[config.mk]
export PLATFORM = sky130hd
export DESIGN_NAME = eth_tx_framer
export DESIGN_NICKNAME = d
export VERILOG_FILES = /design/src/rtl/eth_tx_framer.sv
export SDC_FILE = /design/constraint.sdc
export NUM_CORES = 1
export LEC_CHECK = 0
export BUFFER_PORTS_ARGS = -buffer_cell sky130_fd_sc_hd__buf_2
export CAP_MARGIN = 10
export CORE_MARGIN = 2
export CORE_UTILIZATION = 61
export DETAILED_ROUTE_END_ITERATION = 7
export GPL_ROUTABILITY_DRIVEN = 0
export GPL_TIMING_DRIVEN = 1
export PLACE_DENSITY = 0.81
export SLEW_MARGIN = 15
export SYNTH_ARGS = -nofsm -noshare
export SYNTH_HDL_FRONTEND = slang
export SYNTH_SLANG_ARGS = --single-unit
[constraint.sdc]
create_clock -name clk -period 4.8 [get_ports clk]
set_clock_uncertainty 0.2 [all_clocks]
set_input_delay 0.24 -clock clk [delete_from_list [all_inputs] [get_ports clk]]
set_output_delay 0.24 -clock clk [all_outputs]
set_load 0.05 [all_outputs]
[src/rtl/eth_tx_framer.sv]
// Ethernet TX framer: turns {len_hi, len_lo, payload} AXI-Stream messages into
// preamble/SFD/DA/SA/len/payload/pad frames. Define ETH_TX_FCS_EN to append CRC-32 FCS.
module eth_tx_framer #(
  parameter logic [47:0] DST_MAC     = 48'hFFFF_FFFF_FFFF,
  parameter logic [47:0] SRC_MAC     = 48'h0200_0000_0001,
  parameter int unsigned MIN_PAYLOAD = 46,
  parameter int unsigned MAX_PAYLOAD = 1500,
  parameter int unsigned IFG_CYCLES  = 12
) (
  input  logic        clk,
  input  logic        reset_n,
  input  logic        s_tvalid,
  output logic        s_tready,
  input  logic        s_tlast,
  input  logic [7:0]  s_tdata,
  output logic        m_tvalid,
  input  logic        m_tready,
  output logic        m_tlast,
  output logic [7:0]  m_tdata,
  output logic        busy,
  output logic        frame_done,
  output logic        err_len,
  output logic [15:0] frame_cnt
);

  typedef enum logic [3:0] {
    StIdle, StLenLo, StPreamble, StHeader, StPayload, StPad, StFcs, StIfg, StDrain
  } state_e;

  localparam logic [15:0] MinLen  = 16'(MIN_PAYLOAD);
  localparam logic [15:0] MaxLen  = 16'(MAX_PAYLOAD);
  localparam logic [15:0] IfgLast = 16'(IFG_CYCLES - 1);

`ifdef ETH_TX_FCS_EN
  localparam bit     FcsEn  = 1'b1;
  localparam state_e TailSt = StFcs;
`else
  localparam bit     FcsEn  = 1'b0;
  localparam state_e TailSt = StIfg;
`endif

  state_e      state_q, state_d;
  logic [15:0] len_q, len_d;
  logic [15:0] cnt_q, cnt_d;
  logic [3:0]  idx_q, idx_d;
  logic [15:0] ifg_q, ifg_d;
  logic        empty_q, empty_d;
  logic        drain_q, drain_d;
  logic [15:0] frame_cnt_q, frame_cnt_d;

  logic        s_tready_c, m_tvalid_c, m_tlast_c, err_len_c;
  logic [7:0]  m_tdata_c;
  logic [15:0] cnt_inc, len_full;
  logic        pay_end;
  logic [111:0] hdr_w, hdr_sh;

  assign cnt_inc  = cnt_q + 16'd1;
  assign len_full = {len_q[15:8], s_tdata};
  assign pay_end  = s_tlast || (cnt_inc == len_q);
  assign hdr_w    = {DST_MAC, SRC_MAC, len_q};
  assign hdr_sh   = hdr_w << {idx_q, 3'b000};

`ifdef ETH_TX_FCS_EN
  logic [31:0] crc_q, crc_d, crc_inv, fcs_sh;

  // Reflected CRC-32 (0x04C11DB7 bit-reversed), LSB of each byte first.
  function automatic logic [31:0] crc32_byte(input logic [31:0] c, input logic [7:0] d);
    logic [31:0] r;
    r = c ^ {24'h0, d};
    for (int i = 0; i < 8; i++) begin
      r = r[0] ? ((r >> 1) ^ 32'hEDB8_8320) : (r >> 1);
    end
    return r;
  endfunction

  always_comb begin
    crc_d = crc_q;
    if (state_q == StPreamble) begin
      crc_d = '1;
    end else if (m_tvalid_c && m_tready && (state_q inside {StHeader, StPayload, StPad})) begin
      crc_d = crc32_byte(crc_q, m_tdata_c);
    end
  end

  always_ff @(posedge clk or negedge reset_n) begin
    if (!reset_n) crc_q <= '1;
    else          crc_q <= crc_d;
  end

  assign crc_inv = ~crc_q;
  assign fcs_sh  = crc_inv >> {idx_q[1:0], 3'b000};
`endif

  always_comb begin
    state_d    = state_q;
    len_d      = len_q;
    cnt_d      = cnt_q;
    idx_d      = idx_q;
    ifg_d      = ifg_q;
    empty_d    = empty_q;
    drain_d    = drain_q;
    s_tready_c = 1'b0;
    m_tvalid_c = 1'b0;
    m_tlast_c  = 1'b0;
    m_tdata_c  = 8'h00;
    err_len_c  = 1'b0;

    unique case (state_q)
      StIdle: begin
        s_tready_c = 1'b1;
        if (s_tvalid) begin
          len_d[15:8] = s_tdata;
          if (s_tlast) err_len_c = 1'b1;
          else         state_d   = StLenLo;
        end
      end
      StLenLo: begin
        s_tready_c = 1'b1;
        if (s_tvalid) begin
          len_d   = len_full;
          idx_d   = '0;
          cnt_d   = '0;
          drain_d = 1'b0;
          if (len_full > MaxLen) begin
            err_len_c = 1'b1;
            state_d   = s_tlast ? StIdle : StDrain;
          end else begin
            empty_d = s_tlast;
            state_d = StPreamble;
          end
        end
      end
      StPreamble: begin
        m_tvalid_c = 1'b1;
        m_tdata_c  = (idx_q == 4'd7) ? 8'hD5 : 8'h55;
        if (m_tready) begin
          if (idx_q == 4'd7) begin
            idx_d   = '0;
            state_d = StHeader;
          end else begin
            idx_d = idx_q + 4'd1;
          end
        end
      end
      StHeader: begin
        m_tvalid_c = 1'b1;
        m_tdata_c  = hdr_sh[111:104];
        if (m_tready) begin
          if (idx_q == 4'd13) begin
            idx_d   = '0;
            state_d = (empty_q || (len_q == 16'd0)) ? StPad : StPayload;
          end else begin
            idx_d = idx_q + 4'd1;
          end
        end
      end
      StPayload: begin
        m_tvalid_c = s_tvalid;
        s_tready_c = m_tready;
        m_tdata_c  = s_tdata;
        m_tlast_c  = !FcsEn && pay_end && (cnt_inc >= MinLen);
        if (s_tvalid && m_tready) begin
          cnt_d = cnt_inc;
          if (pay_end) begin
            // Short message, or length reached without s_tlast (rest gets drained).
            if ((cnt_inc != len_q) || !s_tlast) err_len_c = 1'b1;
            if (!s_tlast) drain_d = 1'b1;
            idx_d   = '0;
            ifg_d   = '0;
            state_d = (cnt_inc >= MinLen) ? TailSt : StPad;
          end
        end
      end
      StPad: begin
        m_tvalid_c = 1'b1;
        m_tlast_c  = !FcsEn && (cnt_inc >= MinLen);
        if (m_tready) begin
          cnt_d = cnt_inc;
          if (cnt_inc >= MinLen) begin
            idx_d   = '0;
            ifg_d   = '0;
            state_d = TailSt;
          end
        end
      end
`ifdef ETH_TX_FCS_EN
      StFcs: begin
        m_tvalid_c = 1'b1;
        m_tdata_c  = fcs_sh[7:0];
        m_tlast_c  = (idx_q == 4'd3);
        if (m_tready) begin
          if (idx_q == 4'd3) begin
            ifg_d   = '0;
            state_d = StIfg;
          end else begin
            idx_d = idx_q + 4'd1;
          end
        end
      end
`endif
      StIfg: begin
        if (ifg_q == IfgLast) state_d = drain_q ? StDrain : StIdle;
        else                  ifg_d   = ifg_q + 16'd1;
      end
      StDrain: begin
        s_tready_c = 1'b1;
        if (s_tvalid && s_tlast) begin
          drain_d = 1'b0;
          state_d = StIdle;
        end
      end
      default: state_d = StIdle;
    endcase
  end

  assign frame_done  = m_tvalid_c && m_tready && m_tlast_c;
  assign frame_cnt_d = frame_cnt_q + {15'd0, frame_done};

  always_ff @(posedge clk or negedge reset_n) begin
    if (!reset_n) begin
      state_q     <= StIdle;
      len_q       <= '0;
      cnt_q       <= '0;
      idx_q       <= '0;
      ifg_q       <= '0;
      empty_q     <= 1'b0;
      drain_q     <= 1'b0;
      frame_cnt_q <= '0;
    end else begin
      state_q     <= state_d;
      len_q       <= len_d;
      cnt_q       <= cnt_d;
      idx_q       <= idx_d;
      ifg_q       <= ifg_d;
      empty_q     <= empty_d;
      drain_q     <= drain_d;
      frame_cnt_q <= frame_cnt_d;
    end
  end

  // IDLE is ready, but nothing may be accepted or flagged while reset is held.
  assign s_tready  = s_tready_c & reset_n;
  assign err_len   = err_len_c & reset_n;
  assign m_tvalid  = m_tvalid_c;
  assign m_tlast   = m_tlast_c;
  assign m_tdata   = m_tdata_c;
  assign busy      = (state_q != StIdle);
  assign frame_cnt = frame_cnt_q;

endmodule

Word level (Yosys, flattened, before mapping)
Cells that the tools add are included.

Flip-flop bits (word level): 74. Bits of input ports: 13.

Add/sub/neg operators: 4. $lt $le $gt $ge: 2. Equal/unequal tests: 27. Shift operators: 1. Muxes and demuxes: 60. Bitwise operators: 4. Reduce and logical (&&, ||, !) cells: 26.

Operators with widths (number): $mux 16 (8); $shl 112x7->112 (1); $mux 4 (25); $pmux 16 s3 (2); $add 16x1->16 const B (2); $pmux 4 s8 (1); $ne 2x2->1 const B (15); $pmux 8 s3 (1); $pmux 4 s5 (1); $add 16x1->16 (1); $eq 16x16->1 (1); $eq 16x4->1 const B (1); $eq 4x3->1 const B (4); $ge 16x6->1 const B (1); $gt 16x11->1 const B (1); $logic_not 16->1 (1); $mux 8 (2); $ne 16x16->1 (1); $pmux 8 s2 (1); $mux 1 (13); $reduce_and 13->1 (1); $reduce_and 6->1 (2); $reduce_bool 3->1 (3); $eq 4x2->1 const B (2); other kinds (19) (33).

Longest topological paths before layout
Word-level depth: 8. Gate-level depth with buffers: 18.

Least setup slack after synthesis
Ideal clock, no wire load.

Path type: flip-flop to flip-flop. From: reg cnt_q[0]. To: reg frame_cnt_q[14] (netlist: frame_cnt[14]). Library setup time: 0.141 ns. Arrival time: 4.547 ns. Data required time: 4.459 ns. Path slack: -0.088 ns. Cell stages (with the launch flop): 19. Path buffers: 1. Cell sequence: dfrtp_1 > ha_1 > buf_2 > nand3_1 > nor3_1 > nand2_1 > xor2_1 > xnor2_1 > nor4_1 > o2111ai_1 > ha_1 > o21ai_0 > and2_1 > and3_1 > ha_1 > ha_1 > and3_1 > or3b_2 > xnor2_1.

Cells in the longest elaborated chain, start to end: 7. Elaborated cells between the ends (all ways): 8. Those cells by class: 2 x add/sub; 1 x order compare; 1 x eq/ne; 1 x mux; 3 x reduce/logical.

Ends and longest elaborated chain: start, declared (RTL line 44) `logic [15:0] cnt_q, cnt_d;`; start signal, assigned (RTL line 232) `cnt_q <= cnt_d;`; $add 16x1->16 (*) (RTL line 57) `assign cnt_inc = cnt_q + 16'd1;`; parallel branches: the longest is 3 deep, another holds $ge 16x6->1; $pmux 1 s2 (*) (RTL line 108) `unique case (state_q)`; named net m_tlast (RTL line 18) `output logic m_tlast,`; $logic_and 1x1->1 (*) (RTL line 216) `assign frame_done = m_tvalid_c && m_tready && m_tlast_c;`; named net frame_done (RTL line 21) `output logic frame_done,`; $add 16x1->16 (*) (RTL line 217) `assign frame_cnt_d = frame_cnt_q + {15'd0, frame_done};`; named net frame_cnt_d[14] (RTL line 49) `logic [15:0] frame_cnt_q, frame_cnt_d;`; end signal, assigned (RTL line 237) `frame_cnt_q <= frame_cnt_d;`; end, declared (RTL line 49).

Mark *: on every way through the listed nets, which the timed path passes. A chain may end at the register's enable or synchronous reset.

Worst setup path in the final report
From: reg cnt_q[5]. To: reg frame_cnt_q[14] (netlist: frame_cnt[14]).

Cells in the longest elaborated chain, start to end: 7. Elaborated cells between the ends (all ways): 8. Those cells by class: 2 x add/sub; 1 x order compare; 1 x eq/ne; 1 x mux; 3 x reduce/logical.

Ends and longest elaborated chain (RTL line): $add 16x1->16 (*) (57); parallel branches: the longest is 3 deep, another holds $ge 16x6->1; $pmux 1 s2 (*) (108); $logic_and 1x1->1 (*) (216); $add 16x1->16 (*) (217); named net frame_cnt_d[14] (49).

Marked as above.

==> flow_summary.json <==
{
  "cts_made_buffers": 9,
  "power_uw": 2990,
  "ys_warn_count": 0,
  "overall_routed_net_length_mm": 12.7,
  "tightestPinTransition_ns": 0.823,
  "detailedRoute.firstIterationViolations": 381,
  "power_leakage_uw": 0.00236,
  "power_density_nw_per_um2": 540,
  "post_synth.cell_area_avg_um2": 8.76,
  "synth.lib_cells_used.distinct": 67,
  "grt_setup_unrepaired": "false",
  "power.internal_uw": 1600,
  "area_taken_by_multi_input_logic_gates_um2": 2880,
  "netlist_instances": 566,
  "count_of_standard_cell_rows": 32,
  "cts_tree": "yes",
  "grt_max_degree": 40,
  "switching_share_pct": 46.5,
  "area.growth.synth_to_final_pct": 11.8,
  "maxClockFrequency_mhz": 221,
  "final_min_period_over_clock_period_pct": 94.2,
  "post-dp-hpwl_mm": 8.78,
  "worstSetupPathType": "reg -> reg",
  "globalRouteTotalUtil_pct": 29.4,
  "io_pins": 43,
  "final-seq-area_um2": 1860,
  "design.die.area_um2": 8870,
  "place_worst_setup_slack_ns": 0.229,
  "clock_pin_transition_on_the_worst_setup_and_hold_timing_paths_ns": 0.09,
  "drv.max_cap_violation_count": 0,
  "first_pass_grt_wire_length_mm": 20.6,
  "synth-edff-count": 0,
  "die_h_um": 94.2,
  "io_buffers": 42,
  "post-route-min-period_ns": 4.52,
  "status": "finished clean",
  "timing.max_slew.rel_slack_pct": 45.1,
  "cp.required_ns": 4.85,
  "worst-endpoint-arrival_ns": 4.58,
  "async_reset_ff_share_pct": 100,
  "synth_top_area_share_pct": 37.3,
  "synth_top_area_cell": "sky130_fd_sc_hd__dfrtp_1",
  "drt_drc_violations_left": 0,
  "hp-class": "in -> reg",
  "floorplan.initialDensity_pct": 63.5,
  "x_dimension_of_the_die_um": 94.2,
  "antenna_cells_inserted": 0,
  "vias_per_cell": 6.50,
  "fill_cells": 576,
  "clockBufferDepth": 2,
  "worstSetupEndpointType": "register",
  "clkLatencyLatePin_ns": 0.36,
  "final_critical_path_setup_slack_ns": 0.276,
  "htreeDepth": 3,
  "crit_path_max_fanout": 9,
  "synth_seq_cells": 74,
  "power.sequential.fraction_pct": 37.4,
  "route.detailed.wl_per_inst_um": 17.9,
  "timing.setup.tns_ns": 0,
  "cts.sinks": 74,
  "drt_pre_antenna_iters": 7,
  "timing.final.max_slew_violations": 0,
  "globalRoute.totalOverflow": 0,
  "power_frac_clock_pct": 18.7,
  "timing_hold_violations_final": 0,
  "final-setup-viol-count": 0,
  "drive_gt1_share_pct": 17.7,
  "detailroute.via_count": 4603,
  "max-vdd-ir-drop_uv": 475,
  "ys_seq_area_share_pct": 37.3,
  "number_of_nets_at_the_end_of_the_flow": 623,
  "power.net_switching_uw": 1390,
  "start_kind": "register",
  "placeableCoreArea_um2": 7810,
  "cts.root.buffer_cell": "sky130_fd_sc_hd__clkbuf_8",
  "antenna_found_initial": 0,
  "synthesis.nets": 588,
  "postSynth.topFlopCell": "sky130_fd_sc_hd__dfrtp_1",
  "comb_power_share_pct": 44.0,
  "syn-cell-area_um2": 4960,
  "final_ant_viol_nets": 0,
  "synth_top_cells_by_area": "sky130_fd_sc_hd__dfrtp_1 37%, sky130_fd_sc_hd__xnor2_1 5.8%, sky130_fd_sc_hd__mux2_2 4.3%",
  "first_global_vias": 4206
}
## cell families (layout without fill, tap and decap cells)
kind of cell | Yosys count | in the layout | synth area share [%]
muxes | 32 | 32 | 6.94
buffers and inverters | 59 | 99 | 4.92
DFF | 74 | 74 | 37.3
xor gates and xnor gates | 44 | 44 | 7.77
adders and majority gates | 10 | 10 | 2.47
AOI/OAI and AO/OA | 138 | 138 | 18.2
and+or+nand+nor | 209 | 209 | 22.4
## final cells by class
type                    instances  area share (%)
clock buffers                   9            2.23
clock inverters                 7            1.83
inverters                      24            1.63
multi-input cells             433            52.0
flip-flops and latches         74            33.5
well taps                     102            2.30
repair buffers                 59            6.55
## through the flow
| step | utilization [%] | instances | area (um2) | hold slack [ns] |
|---|---|---|---|---|
| after floorplan | - | 566 | 4960 | -0.256 |
| after global placement | 66.6 | 682 | 5200 | 0.0363 |
| after detailed placement | 66.6 | 682 | 5200 | 0.0366 |
| after CTS | 70.6 | 707 | 5520 | 0.0559 |
| after global routing | 71.0 | 708 | 5540 | 0.0663 |
| final | 71.0 | 708 | 5540 | 0.0708 |
## critical path: stages, from the launching register on
cell,delay [ns]
sky130_fd_sc_hd__dfrtp_1,0.51
sky130_fd_sc_hd__and2_1,0.34
sky130_fd_sc_hd__nand3_1,0.22
sky130_fd_sc_hd__nor2_1,0.26
sky130_fd_sc_hd__xnor2_1,0.15
sky130_fd_sc_hd__nand4_1,0.10
sky130_fd_sc_hd__nor4_1,0.31
sky130_fd_sc_hd__o2111ai_1,0.20
sky130_fd_sc_hd__ha_1,0.27
sky130_fd_sc_hd__o21ai_0,0.17
sky130_fd_sc_hd__and2_1,0.17
sky130_fd_sc_hd__and3_2,0.20
sky130_fd_sc_hd__ha_1,0.22
sky130_fd_sc_hd__ha_1,0.25
sky130_fd_sc_hd__and3_1,0.25
sky130_fd_sc_hd__or3b_2,0.47
sky130_fd_sc_hd__xnor2_1,0.13
## cells in the final DEF (no fill, tap or decap), drive strengths merged, types with 3 or more instances in the layout
cell	synthesis	routed
o31ai	15	15
nand4	10	10
buf	12	50
clkbuf	23	9
a221o	4	4
xnor2	33	33
nor3b	3	3
a211oi	3	3
mux2	19	19
nor2b	6	6
nand3	34	34
nor4	10	10
nand2	45	45
a31oi	16	16
and3	17	17
ha	9	9
mux2i	13	13
a21oi	23	23
and2	5	5
dlygate4sd3	0	9
nand2b	4	4
nor2	43	43
o21ai	45	45
inv	23	25
dfrtp	74	74
and4	4	4
nor3	17	17
a22o	3	3
o211ai	4	4
xor2	11	11
## sequential cells by signal (all words and copies together) (netlist names)
name and cells:
ifg_q 16, state_q 4, idx_q 4, len_q 16, cnt_q 16, frame_cnt 16, drain_q 1, empty_q 1
## worst paths after layout
kind | cells after the start | from | slack (ns) | endpoint
hold reg to reg | 1 | frame_cnt[9]$_DFF_PN0_ | 0.29 | frame_cnt[9]$_DFF_PN0_
hold / removal | 3 | s_tlast | 0.07 | empty_q$_DFFE_PN0P_
setup / recovery | 16 | cnt_q[5]$_DFFE_PN0P_ | 0.28 | frame_cnt[14]$_DFF_PN0_
max in group asynchronous | 3 | reset_n | 3.33 | len_q[7]$_DFFE_PN0P_
setup reg to reg | 16 | cnt_q[5]$_DFFE_PN0P_ | 0.28 | frame_cnt[14]$_DFF_PN0_
min in group asynchronous | 2 | reset_n | 0.18 | frame_cnt[10]$_DFF_PN0_
## layer usage
metal  vias up  routed length [um]  track usage [%]
met5         -                   0                0
met4         0                 157             8.09
met3        21                 801             4.49
met2       217                6250             49.5
met1      2222                5480             39.6
li1       2143                   -                -
## power by group through the flow
stage	clock, uW	sequential [uW]	combinational (uW)
6_report	560	1120	1320
5_1_grt	598	1140	1420
4_1_cts	568	1100	1290
3_5_place_dp	0	1110	1280
3_3_place_gp	0	1110	1240
2_1_floorplan	0	944	1130
## what timing repair did
item                                    in CTS  in global routing
gates resized for setup                      0                  8
endpoints found under the setup margin       0                  1
endpoints found under the hold margin       51                  0
hold buffers                                 9                  0
setup buffers                                0                  1
## synthesized netlist by cell type, types with 11 or more instances
| cell type | instances |
|---|---|
| sky130_fd_sc_hd__dfrtp_1 | 74 |
| sky130_fd_sc_hd__nand2_1 | 45 |
| sky130_fd_sc_hd__nor2_1 | 42 |
| sky130_fd_sc_hd__o21ai_0 | 39 |
| sky130_fd_sc_hd__nand3_1 | 34 |
| sky130_fd_sc_hd__xnor2_1 | 33 |
| sky130_fd_sc_hd__clkbuf_1 | 23 |
| sky130_fd_sc_hd__inv_1 | 23 |
| sky130_fd_sc_hd__a21oi_1 | 22 |
| sky130_fd_sc_hd__mux2_2 | 19 |
| sky130_fd_sc_hd__and3_1 | 17 |
| sky130_fd_sc_hd__nor3_1 | 17 |
| sky130_fd_sc_hd__a31oi_1 | 16 |
| sky130_fd_sc_hd__o31ai_1 | 15 |
| sky130_fd_sc_hd__mux2i_1 | 13 |
| sky130_fd_sc_hd__xor2_1 | 11 |
Note: power is estimated with default switching activity, not from simulation.
